[src/rtl/ram_fsm_pkg.sv]
// Shared types and sizes for the LED pattern sequencer.
// Contents: FSM state enum, RAM geometry, and the pattern-word generator
// used by the INIT fill.
package ram_fsm_pkg;

  typedef enum logic [1:0] {
    INIT = 2'd0,
    IDLE = 2'd1,
    RUN  = 2'd2,
    HOLD = 2'd3
  } state_e;

  localparam int DEPTH  = 16;
  localparam int ADDR_W = 4;
  localparam int WORD_W = 8;
  localparam int LED_W  = 4;

  // Pattern word for address k: {led_r = k, leds = one-hot walking bit}.
  function automatic logic [WORD_W-1:0] init_word(input logic [ADDR_W-1:0] k);
    logic [LED_W-1:0] leds;
    leds = LED_W'(1) << k[1:0];
    return {k, leds};
  endfunction

endpackage

[src/rtl/led_pattern_ram.sv]
// Single-port 16x8 pattern RAM with registered, read-first output.
// Ports: clock; we/addr/wdata write port; rdata = mem[addr] captured each edge.
// No reset: contents are rewritten by the INIT fill after every reset.
module led_pattern_ram
  import ram_fsm_pkg::*;
(
  input  logic              clock,
  input  logic              we,
  input  logic [ADDR_W-1:0] addr,
  input  logic [WORD_W-1:0] wdata,
  output logic [WORD_W-1:0] rdata
);

  logic [WORD_W-1:0] mem_q [DEPTH];

  always_ff @(posedge clock) begin
    if (we) begin
      mem_q[addr] <= wdata;
    end
    rdata <= mem_q[addr];
  end

endmodule

[src/rtl/ram_fsm_top.sv]
// LED pattern sequencer: fills a 16-word RAM after reset, then steps through
// it, showing each word for PRESCALE cycles while i_enable is high.
// Ports: clock, i_reset (async, active-high), i_enable (run/pause),
// o_led_r / o_leds (registered 4-bit LED banks).
module ram_fsm_top
  import ram_fsm_pkg::*;
#(
  parameter int PRESCALE = 4
) (
  input  logic       clock,
  input  logic       i_reset,
  input  logic       i_enable,
  output logic [3:0] o_led_r,
  output logic [3:0] o_leds
);

  localparam int CNT_W = (PRESCALE > 2) ? $clog2(PRESCALE) : 1;
  localparam logic [CNT_W-1:0] CNT_LAST = CNT_W'(PRESCALE - 1);
  localparam logic [ADDR_W-1:0] ADDR_LAST = ADDR_W'(DEPTH - 1);

  state_e             state_q, state_d;
  logic [ADDR_W-1:0]  wcnt_q, wcnt_d;
  logic [ADDR_W-1:0]  addr_q, addr_d;
  logic [CNT_W-1:0]   cnt_q, cnt_d;
  logic [LED_W-1:0]   led_r_q, led_r_d;
  logic [LED_W-1:0]   leds_q, leds_d;

  logic               ram_we;
  logic [ADDR_W-1:0]  ram_addr;
  logic [WORD_W-1:0]  ram_wdata;
  logic [WORD_W-1:0]  ram_rdata;

  // The RAM is addressed with next-state addr, so its registered rdata always
  // holds mem[addr_q]. That lets the output register load "ram[addr]" on the
  // same edge without an extra pipeline stage. During INIT it follows wcnt.
  assign ram_addr  = (state_q == INIT) ? wcnt_q : addr_d;
  assign ram_wdata = init_word(wcnt_q);

  led_pattern_ram u_ram (
    .clock (clock),
    .we    (ram_we),
    .addr  (ram_addr),
    .wdata (ram_wdata),
    .rdata (ram_rdata)
  );

  always_comb begin
    state_d = state_q;
    wcnt_d  = wcnt_q;
    addr_d  = addr_q;
    cnt_d   = cnt_q;
    led_r_d = led_r_q;
    leds_d  = leds_q;
    ram_we  = 1'b0;

    case (state_q)
      INIT: begin
        ram_we  = 1'b1;
        wcnt_d  = wcnt_q + 1'b1;
        led_r_d = '0;
        leds_d  = '0;
        if (wcnt_q == ADDR_LAST) begin
          state_d = IDLE;
        end
      end
      IDLE: begin
        led_r_d = '0;
        leds_d  = '0;
        addr_d  = '0;
        cnt_d   = '0;
        if (i_enable) begin
          state_d = RUN;
        end
      end
      RUN: begin
        // This edge always acts as a RUN edge, even when enable just dropped.
        {led_r_d, leds_d} = ram_rdata;
        if (cnt_q == CNT_LAST) begin
          cnt_d  = '0;
          addr_d = addr_q + 1'b1;
        end else begin
          cnt_d  = cnt_q + 1'b1;
        end
        if (!i_enable) begin
          state_d = HOLD;
        end
      end
      HOLD: begin
        if (i_enable) begin
          state_d = RUN;
        end
      end
      default: begin
        state_d = INIT;
      end
    endcase
  end

  always_ff @(posedge clock or posedge i_reset) begin
    if (i_reset) begin
      state_q <= INIT;
      wcnt_q  <= '0;
      addr_q  <= '0;
      cnt_q   <= '0;
      led_r_q <= '0;
      leds_q  <= '0;
    end else begin
      state_q <= state_d;
      wcnt_q  <= wcnt_d;
      addr_q  <= addr_d;
      cnt_q   <= cnt_d;
      led_r_q <= led_r_d;
      leds_q  <= leds_d;
    end
  end

  assign o_led_r = led_r_q;
  assign o_leds  = leds_q;

endmodule

[config.mk]
export PLATFORM = sky130hd
export DESIGN_NAME = ram_fsm_top
export DESIGN_NICKNAME = d
export VERILOG_FILES = /design/src/rtl/ram_fsm_pkg.sv /design/src/rtl/led_pattern_ram.sv /design/src/rtl/ram_fsm_top.sv
export SDC_FILE = /design/constraint.sdc
export NUM_CORES = 1
export LEC_CHECK = 0
export ABC_CLOCK_PERIOD_IN_PS = 3100
export CORE_MARGIN = 2
export CORE_UTILIZATION = 30
export CTS_BUF_LIST = sky130_fd_sc_hd__clkbuf_8
export DETAILED_ROUTE_END_ITERATION = 6
export SLEW_MARGIN = 10
export SYNTH_ARGS = -nofsm -noshare
export SYNTH_HDL_FRONTEND = slang
export SYNTH_SLANG_ARGS = --single-unit
[constraint.sdc]
create_clock -name clock -period 3.1 [get_ports clock]
set_input_delay 0.465 -clock clock [delete_from_list [all_inputs] [get_ports clock]]
set_output_delay 0.465 -clock clock [all_outputs]
set_load 0.05 [all_outputs]
==> run metrics, run 1 <==
CTS Hold Buffers Added 0; hold path start u_ram.rdata[4]; max layer used met4; first-pass GRT wire length approximately 20 mm; fin crit period between 2 and 3 ns; reg2reg setup slack roughly 0.22 ns; Chip Height approximately 150 µm; Post-CTS Setup Inserts 0; critical path, cell by cell inv_1 > ha_1 > buf_4 > nand2b_1 > o311ai_4 > buf_4 > mux4_1 > a22oi_1 > nand2_1; CTS tree yes; status finished, final reports clean; multi-input logic area 1600 µm²; vias per cell roughly 4.8; r2r worst-path depth 9; Max Clk Rate between 300 and 400 MHz; Seq cells post-synth about 160; DR WL met2 between 6 and 7 mm; crit path DAT 3.21 ns; Worst-Skew Late Latency approximately 0.45 ns; # setup viols final 0; Slew @ Worst Pin just under 1 ns; drt total wl 12.7 mm; starting density of the core a little under a third; pin count of the biggest net entering global routing 35; CP Data Required Time roughly 3.4 ns; first drt pass iteration count 4; met3 wire len roughly 500 µm; Slowest-stage cell, CP mux4_1; fraction of layout instances using a drive strength above 1 between 20% and 30%; Post-Syn Area per Cell around 18 µm²; kind of start point of the critical path flop; number of max-slew violations in the final report 0; register area share after synthesis a little over 70%; hold slack 0.452 ns; CP max FO 19; Core Footprint slightly above 20000 µm²; Ys Warns 0; GP Congestion 0.735; CTS Buffer Depth 2; initial antenna violation count 0; RSZ-0062 raised after global routing no; Syn Inst Count 343; Ant. Diodes 0; Detailed Route Iter0 Violations roughly 230; Worst Clk Skew about 0.014 ns; Worst VDD drop 295 µV; Die W between 100 and 150 µm; layout net count about 400; synthesized cell area just over 6000 µm²; r2r endpoint u_ram.rdata[3]; Slew headroom 35.7%; Row Count between 50 and 60; Hold Path End o_led_r[0]; DRC violations left 0; overall global routing resource usage between 10% and 20%; Hold Path Class reg2reg; post-DP HPWL 8.09 mm; Setup TNS 0 ns; Top cell by count, worst path buf_4; clk sinks 156; I/O pin count 11; # fillers ~1.9k; CP Capture Type flop; CTS buffer count 17; syn nets 357; via count 3186; r2r startpoint state_q[1]; Resized Gates After CTS 0; met1 WL ~5.8 mm; Placed Area just under 7000 µm²; CTS Root Cell clkbuf_8; PortBufs 10; Pwr Density 702 nW/µm²; drt wl/cell 19.0 µm; Final Hold Violating Endpoints 0; antenna violation net count after detailed routing 0; Reg area 4500 µm²; Hold Path Depth 1; Final Cycle Share 92.8%; H-tree levels 4; Area Growth Syn to Fin 16.1%; crit path kind reg2reg; vias in the first global route between 3k and 4k; Max-Cap Viols 0; Worst-path clk slew around 0.090 ns; post-route cell area between 7000 and 8000 µm²; total gr overflow 0; library cells used by synthesis 42; critical path's largest stage delay around 0.56 ns; P_leak around 2.5 nW; die area 21900 µm²
==> through the flow <==
| stage | instances | power, mW | util [%] | setup WS [ns] |
|---|---|---|---|---|
| after floorplan | 343 | 3.32 | - | 0.445 |
| after global placement | 638 | 3.63 | 33.7 | 0.304 |
| after detailed placement | 638 | 3.66 | 33.7 | 0.235 |
| after CTS | 670 | 5.12 | 35.6 | 0.222 |
| after global routing | 670 | 5.30 | 35.6 | 0.0599 |
| final | 670 | 5.07 | 35.6 | 0.222 |
==> worst max-delay path by stage <==
stage	end	depth (start not counted)	slack, ns	startpoint
6_report	u_ram.rdata[3]	9	0.22	state_q[1]
5_1_grt	u_ram.rdata[3]	9	0.06	state_q[0]
4_1_cts	u_ram.rdata[3]	8	0.22	state_q[0]
3_5_place_dp	u_ram.rdata[3]	8	0.23	state_q[0]
3_3_place_gp	u_ram.rdata[3]	8	0.30	state_q[0]
2_1_floorplan	u_ram.mem_q[2][0]	7	0.44	state_q[0]
==> power by group <==
group	total [mW]	switching [mW]	leakage, nW	internal [mW]
logic	1.11	0.640	0.806	0.469
registers	2.49	0.0586	1.49	2.43
clock network	1.47	0.808	0.196	0.665
total	5.07	1.51	2.49	3.56
==> worst max-delay path, delay by kind of cell, from the launching register on <==
kind                       cells  cell delay, ns
muxes                          1            0.56
AOI/OAI and AO/OA              2            0.52
buffers and inverters          3            0.71
adders and majority gates      1            0.26
DFF                            1            0.44
and+or+nand+nor                2            0.28
==> area by class of cell <==
cell class,instances,share of cell area [%]
Sequential cell,156,62.3
Multi-Input combinational cell,160,22.1
Tap cell,270,4.68
Clock buffer,17,3.24
Timing Repair Buffer,39,4.74
Clock inverter,15,2.18
Inverter,13,0.675
==> cells in the final DEF (no fill, tap or decap), types with 2 or more instances in the layout <==
cell / instances
edfxtp_1: 128
buf_4: 27
mux4_2: 23
nand2_1: 21
dfrtp_1: 20
clkbuf_8: 17
a22oi_1: 15
inv_1: 11
o21ai_0: 11
nor2_1: 11
ha_1: 11
clkdlybuf4s50_1: 10
nand3_1: 9
a22o_1: 8
nor3_1: 8
dfxtp_1: 8
mux2i_1: 6
mux4_1: 6
nand2b_1: 4
inv_6: 4
nor2b_1: 3
o31ai_2: 3
inv_8: 3
o21ai_2: 2
inv_2: 2
mux2_2: 2
o211ai_1: 2
clkinv_2: 2
clkinv_4: 2
clkinvlp_4: 2
buf_12: 2
==> cell usage after synthesis <==
master,number,area share [%]
mux2_2,2,0.36
a41oi_1,1,0.14
o311ai_4,1,0.42
nor2b_2,1,0.14
xor2_1,1,0.14
dfrtp_1,20,8.0
o21a_1,1,0.12
nand3_1,9,0.72
inv_2,2,0.12
o211ai_1,2,0.24
o2bb2ai_1,1,0.14
o31ai_2,3,0.60
o31ai_1,1,0.12
clkbuf_1,8,0.48
buf_4,2,0.24
mux2i_1,6,0.97
o32a_1,1,0.16
edfxtp_1,128,62
nand3b_1,1,0.12
nor3_1,8,0.64
a21oi_1,1,0.080
o21ai_0,11,0.88
and3_1,1,0.10
buf_2,2,0.16
inv_1,11,0.66
mux4_1,6,2.5
ha_1,11,2.2
a311o_2,1,0.18
buf_1,1,0.060
buf_6,1,0.18
xnor2_1,1,0.14
a22o_1,8,1.1
a21o_1,1,0.12
nor2b_1,3,0.30
a22oi_1,15,1.8
dfxtp_1,8,2.6
nand2_1,21,1.3
mux4_2,23,8.3
a311oi_2,1,0.24
o21ai_2,2,0.28
nand2b_1,4,0.40
nor2_1,11,0.66
==> cells by family after synthesis <==
family                     share of synthesized area [%]
adders and majority gates                           2.21
DFF                                                 72.4
muxes                                               12.2
and+or+nand+nor                                     4.36
xor gates and xnor gates                           0.282
AOI/OAI and AO/OA                                   6.67
buffers and inverters                               1.91
==> flip-flops by register name, indices dropped and copies added (netlist names) <==
| signal | flops |
|---|---|
| u_ram.rdata | 8 |
| addr_q | 4 |
| state_q | 2 |
| cnt_q | 2 |
| wcnt_q | 4 |
| u_ram.mem_q | 128 |
| o_leds | 4 |
| o_led_r | 4 |
==> routing by layer <==
metal	global-route usage (%)	vias up
li1	-	1453
met1	16.2	1649
met2	20.2	72
met3	3.21	12
met4	3.71	0
met5	0	-
No activity file was read; power rests on OpenSTA's default activity.
==> inputs of run 2 (changes only) <==
Settings changed: ABC_CLOCK_PERIOD_IN_PS 3100 to 3000, CORE_MARGIN 2 to unset, CTS_CLUSTER_DIAMETER set to 120.
Clock period 3.1 ns to 3 ns, I/O delays scaled along.
==> run 2 against run 1 <==
Compared with the run above: critical path depth is 1 lower; sequential share of layout area is 0.39 points lower; sequential cell count stayed put; cell count is 0.15% lower; clock-buffer cell count stayed put; final area is 0.62% higher; register-to-register slack better by 0.03 ns; critical path type unchanged; largest power group unchanged; highest routed layer unchanged.
==> run metrics, run 2 (synthesized netlist as in run 1, its figures left out) <==
status finished, final reports clean (unchanged); Worst-Skew Late Latency 0.45 ns (about the same); Max-Cap Viols 0 (unchanged); Largest Register u_ram.mem_q (unchanged); first drt pass iteration count 5 (was 4); overall global routing resource usage 12.9% (was 12.3%); kind of start point of the critical path flop (unchanged); CTS Root Cell clkbuf_8 (unchanged); commonest non-fill, non-tap cells in the layout edfxtp_1 (128), buf_4 (25), mux4_2 (23), nand2_1 (21), dfrtp_1 (20) (was edfxtp_1 (128), buf_4 (27), mux4_2 (23), nand2_1 (21), dfrtp_1 (20)); hold slack 0.458 ns (was 0.452 ns); crit path DAT 3.09 ns (was 3.21 ns); CP max FO 19 (unchanged); starting density of the core 30.7% (unchanged); met1 WL 5.95 mm (was 5.78 mm); total gr overflow 0 (unchanged); Worst VDD drop 237 µV (was 295 µV); DR WL met2 6.12 mm (was 6.29 mm); max layer used met4 (unchanged); Max Clk Rate 364 MHz (was 347 MHz); biggest regs u_ram.mem_q (128), u_ram.rdata (8) (unchanged); vias per cell 4.84 (was 4.76); fraction of layout instances using a drive strength above 1 23.3% (was 24.3%); via count 3237 (was 3186); Chip Height 146 µm (was 148 µm); CP Data Required Time 3.34 ns (was 3.43 ns); Row Count 52 (unchanged); Slew headroom 26.3% (was 35.7%); Post-CTS Setup Inserts 0 (unchanged); clk sinks 156 (unchanged); most common cell after layout, fill and taps aside edfxtp_1 (unchanged); Setup TNS 0 ns (unchanged); die area 21300 µm² (was 21900 µm²); Die W 146 µm (was 148 µm); initial antenna violation count 0 (unchanged); vias in the first global route 3280 (was 3234); H-tree levels 4 (unchanged); drt wl/cell 19.2 µm (was 19.0 µm); antenna violation net count after detailed routing 0 (unchanged); CTS tree yes (unchanged); Slew @ Worst Pin 1.11 ns (was 0.965 ns); Final Cycle Share 91.5% (was 92.8%); Worst-path clk slew 0.08 ns (was 0.09 ns); Detailed Route Iter0 Violations 330 (was 233); Ant. Diodes 0 (unchanged); PortBufs 10 (unchanged); RSZ-0062 raised after global routing no (unchanged); crit path kind reg2reg (unchanged); post-DP HPWL 8.13 mm (was 8.09 mm); drt total wl 12.8 mm (was 12.7 mm); CTS Buffer Depth 2 (unchanged); Pwr Density 749 nW/µm² (was 702 nW/µm²); Core Footprint 20300 µm² (unchanged); GP Congestion 0.777 (was 0.735); Worst Clk Skew 0.0137 ns (was 0.0136 ns); CTS Hold Buffers Added 0 (unchanged); Final Hold Violating Endpoints 0 (unchanged); CTS buffer count 17 (unchanged); number of max-slew violations in the final report 0 (unchanged); max reg flops 128 (unchanged); Core Util, Final 35.8% (was 35.6%); CP Capture Type flop (unchanged); met3 wire len 597 µm (was 500 µm); layout net count 400 (was 401); Hold Path Class reg2reg (unchanged); DRC violations left 0 (unchanged); first-pass GRT wire length 20.0 mm (was 19.7 mm); fin crit period 2.75 ns (was 2.88 ns); Resized Gates After CTS 0 (unchanged); # setup viols final 0 (unchanged); P_leak 2.52 nW (was 2.49 nW); Area Growth Syn to Fin 16.8% (was 16.1%); pin count of the biggest net entering global routing 35 (unchanged); I/O pin count 11 (unchanged)
-- run 2: changes by cell type in the layout (fill, tap and decap cells not counted) --
cell       delta
bufinv_16     +3
buf_12        +1
inv_1         +3
buf_4         -2
clkinv_2      -1
inv_6         -2
clkinv_8      -1
inv_8         -2
-- run 2: metal layers --
| metal | up-vias | GRT usage (%) |
|---|---|---|
| met4 | 0 | 4.69 |
| met1 | 1684 | 17.5 |
| met5 | - | 0 |
| met3 | 15 | 3.66 |
| met2 | 77 | 19.8 |
| li1 | 1461 | - |
-- run 2: final cells by class --
class | instances | area, µm²
well taps | 270 | 338
clock buffers | 17 | 234
flip-flops and latches | 156 | 4500
clock inverters | 15 | 198
multi-input cells | 160 | 1600
inverters | 13 | 48.8
repair buffers | 38 | 348
fillers | 1910 | 13000
-- run 2: where the power goes --
part	switching (mW)	leakage, nW	internal, mW
Combinational	0.690	0.807	0.503
Sequential	0.0568	1.49	2.51
Clock	0.778	0.222	0.908
Total	1.52	2.52	3.92
-- run 2: per-stage QoR --
| stage | instances | worst slack (ns) | instance area (µm²) | power, mW |
|---|---|---|---|---|
| 6_report | 669 | 0.254 | 7270 | 5.45 |
| 5_1_grt | 669 | 0.0713 | 7270 | 5.68 |
| 4_1_cts | 669 | 0.230 | 7270 | 5.51 |
| 3_5_place_dp | 637 | 0.255 | 6840 | 3.82 |
| 3_3_place_gp | 637 | 0.297 | 6840 | 3.79 |
| 2_1_floorplan | 343 | 0.345 | 6220 | 3.44 |
-- run 2: critical path, stage by stage (launching register included) --
cell and delay, ns:
dfrtp_1 0.44, inv_1 0.09, ha_1 0.28, nor2b_2 0.21, o311ai_4 0.44, buf_12 0.26, mux4_1 0.57, a22oi_1 0.27
nand2_1 0.08
-- run 2: worst paths after layout --
path / start / to / slack [ns] / cells after the start
worst max-delay path: state_q[0] / u_ram.rdata[0] / 0.25 / 8
worst min-delay path: u_ram.rdata[5] / o_led_r[1] / 0.46 / 1
worst max register to register: state_q[0] / u_ram.rdata[0] / 0.25 / 8
worst min register to register: u_ram.rdata[5] / o_led_r[1] / 0.46 / 1
max in group asynchronous: i_reset / cnt_q[1] / 2.00 / 2
min in group asynchronous: i_reset / wcnt_q[1] / 0.47 / 2
==> inputs of run 3 (changes only) <==
Settings changed: TNS_END_PERCENT set to 100.
==> results of run 3 <==
The final DEF is identical to that of run 2; final timing and power are the same.
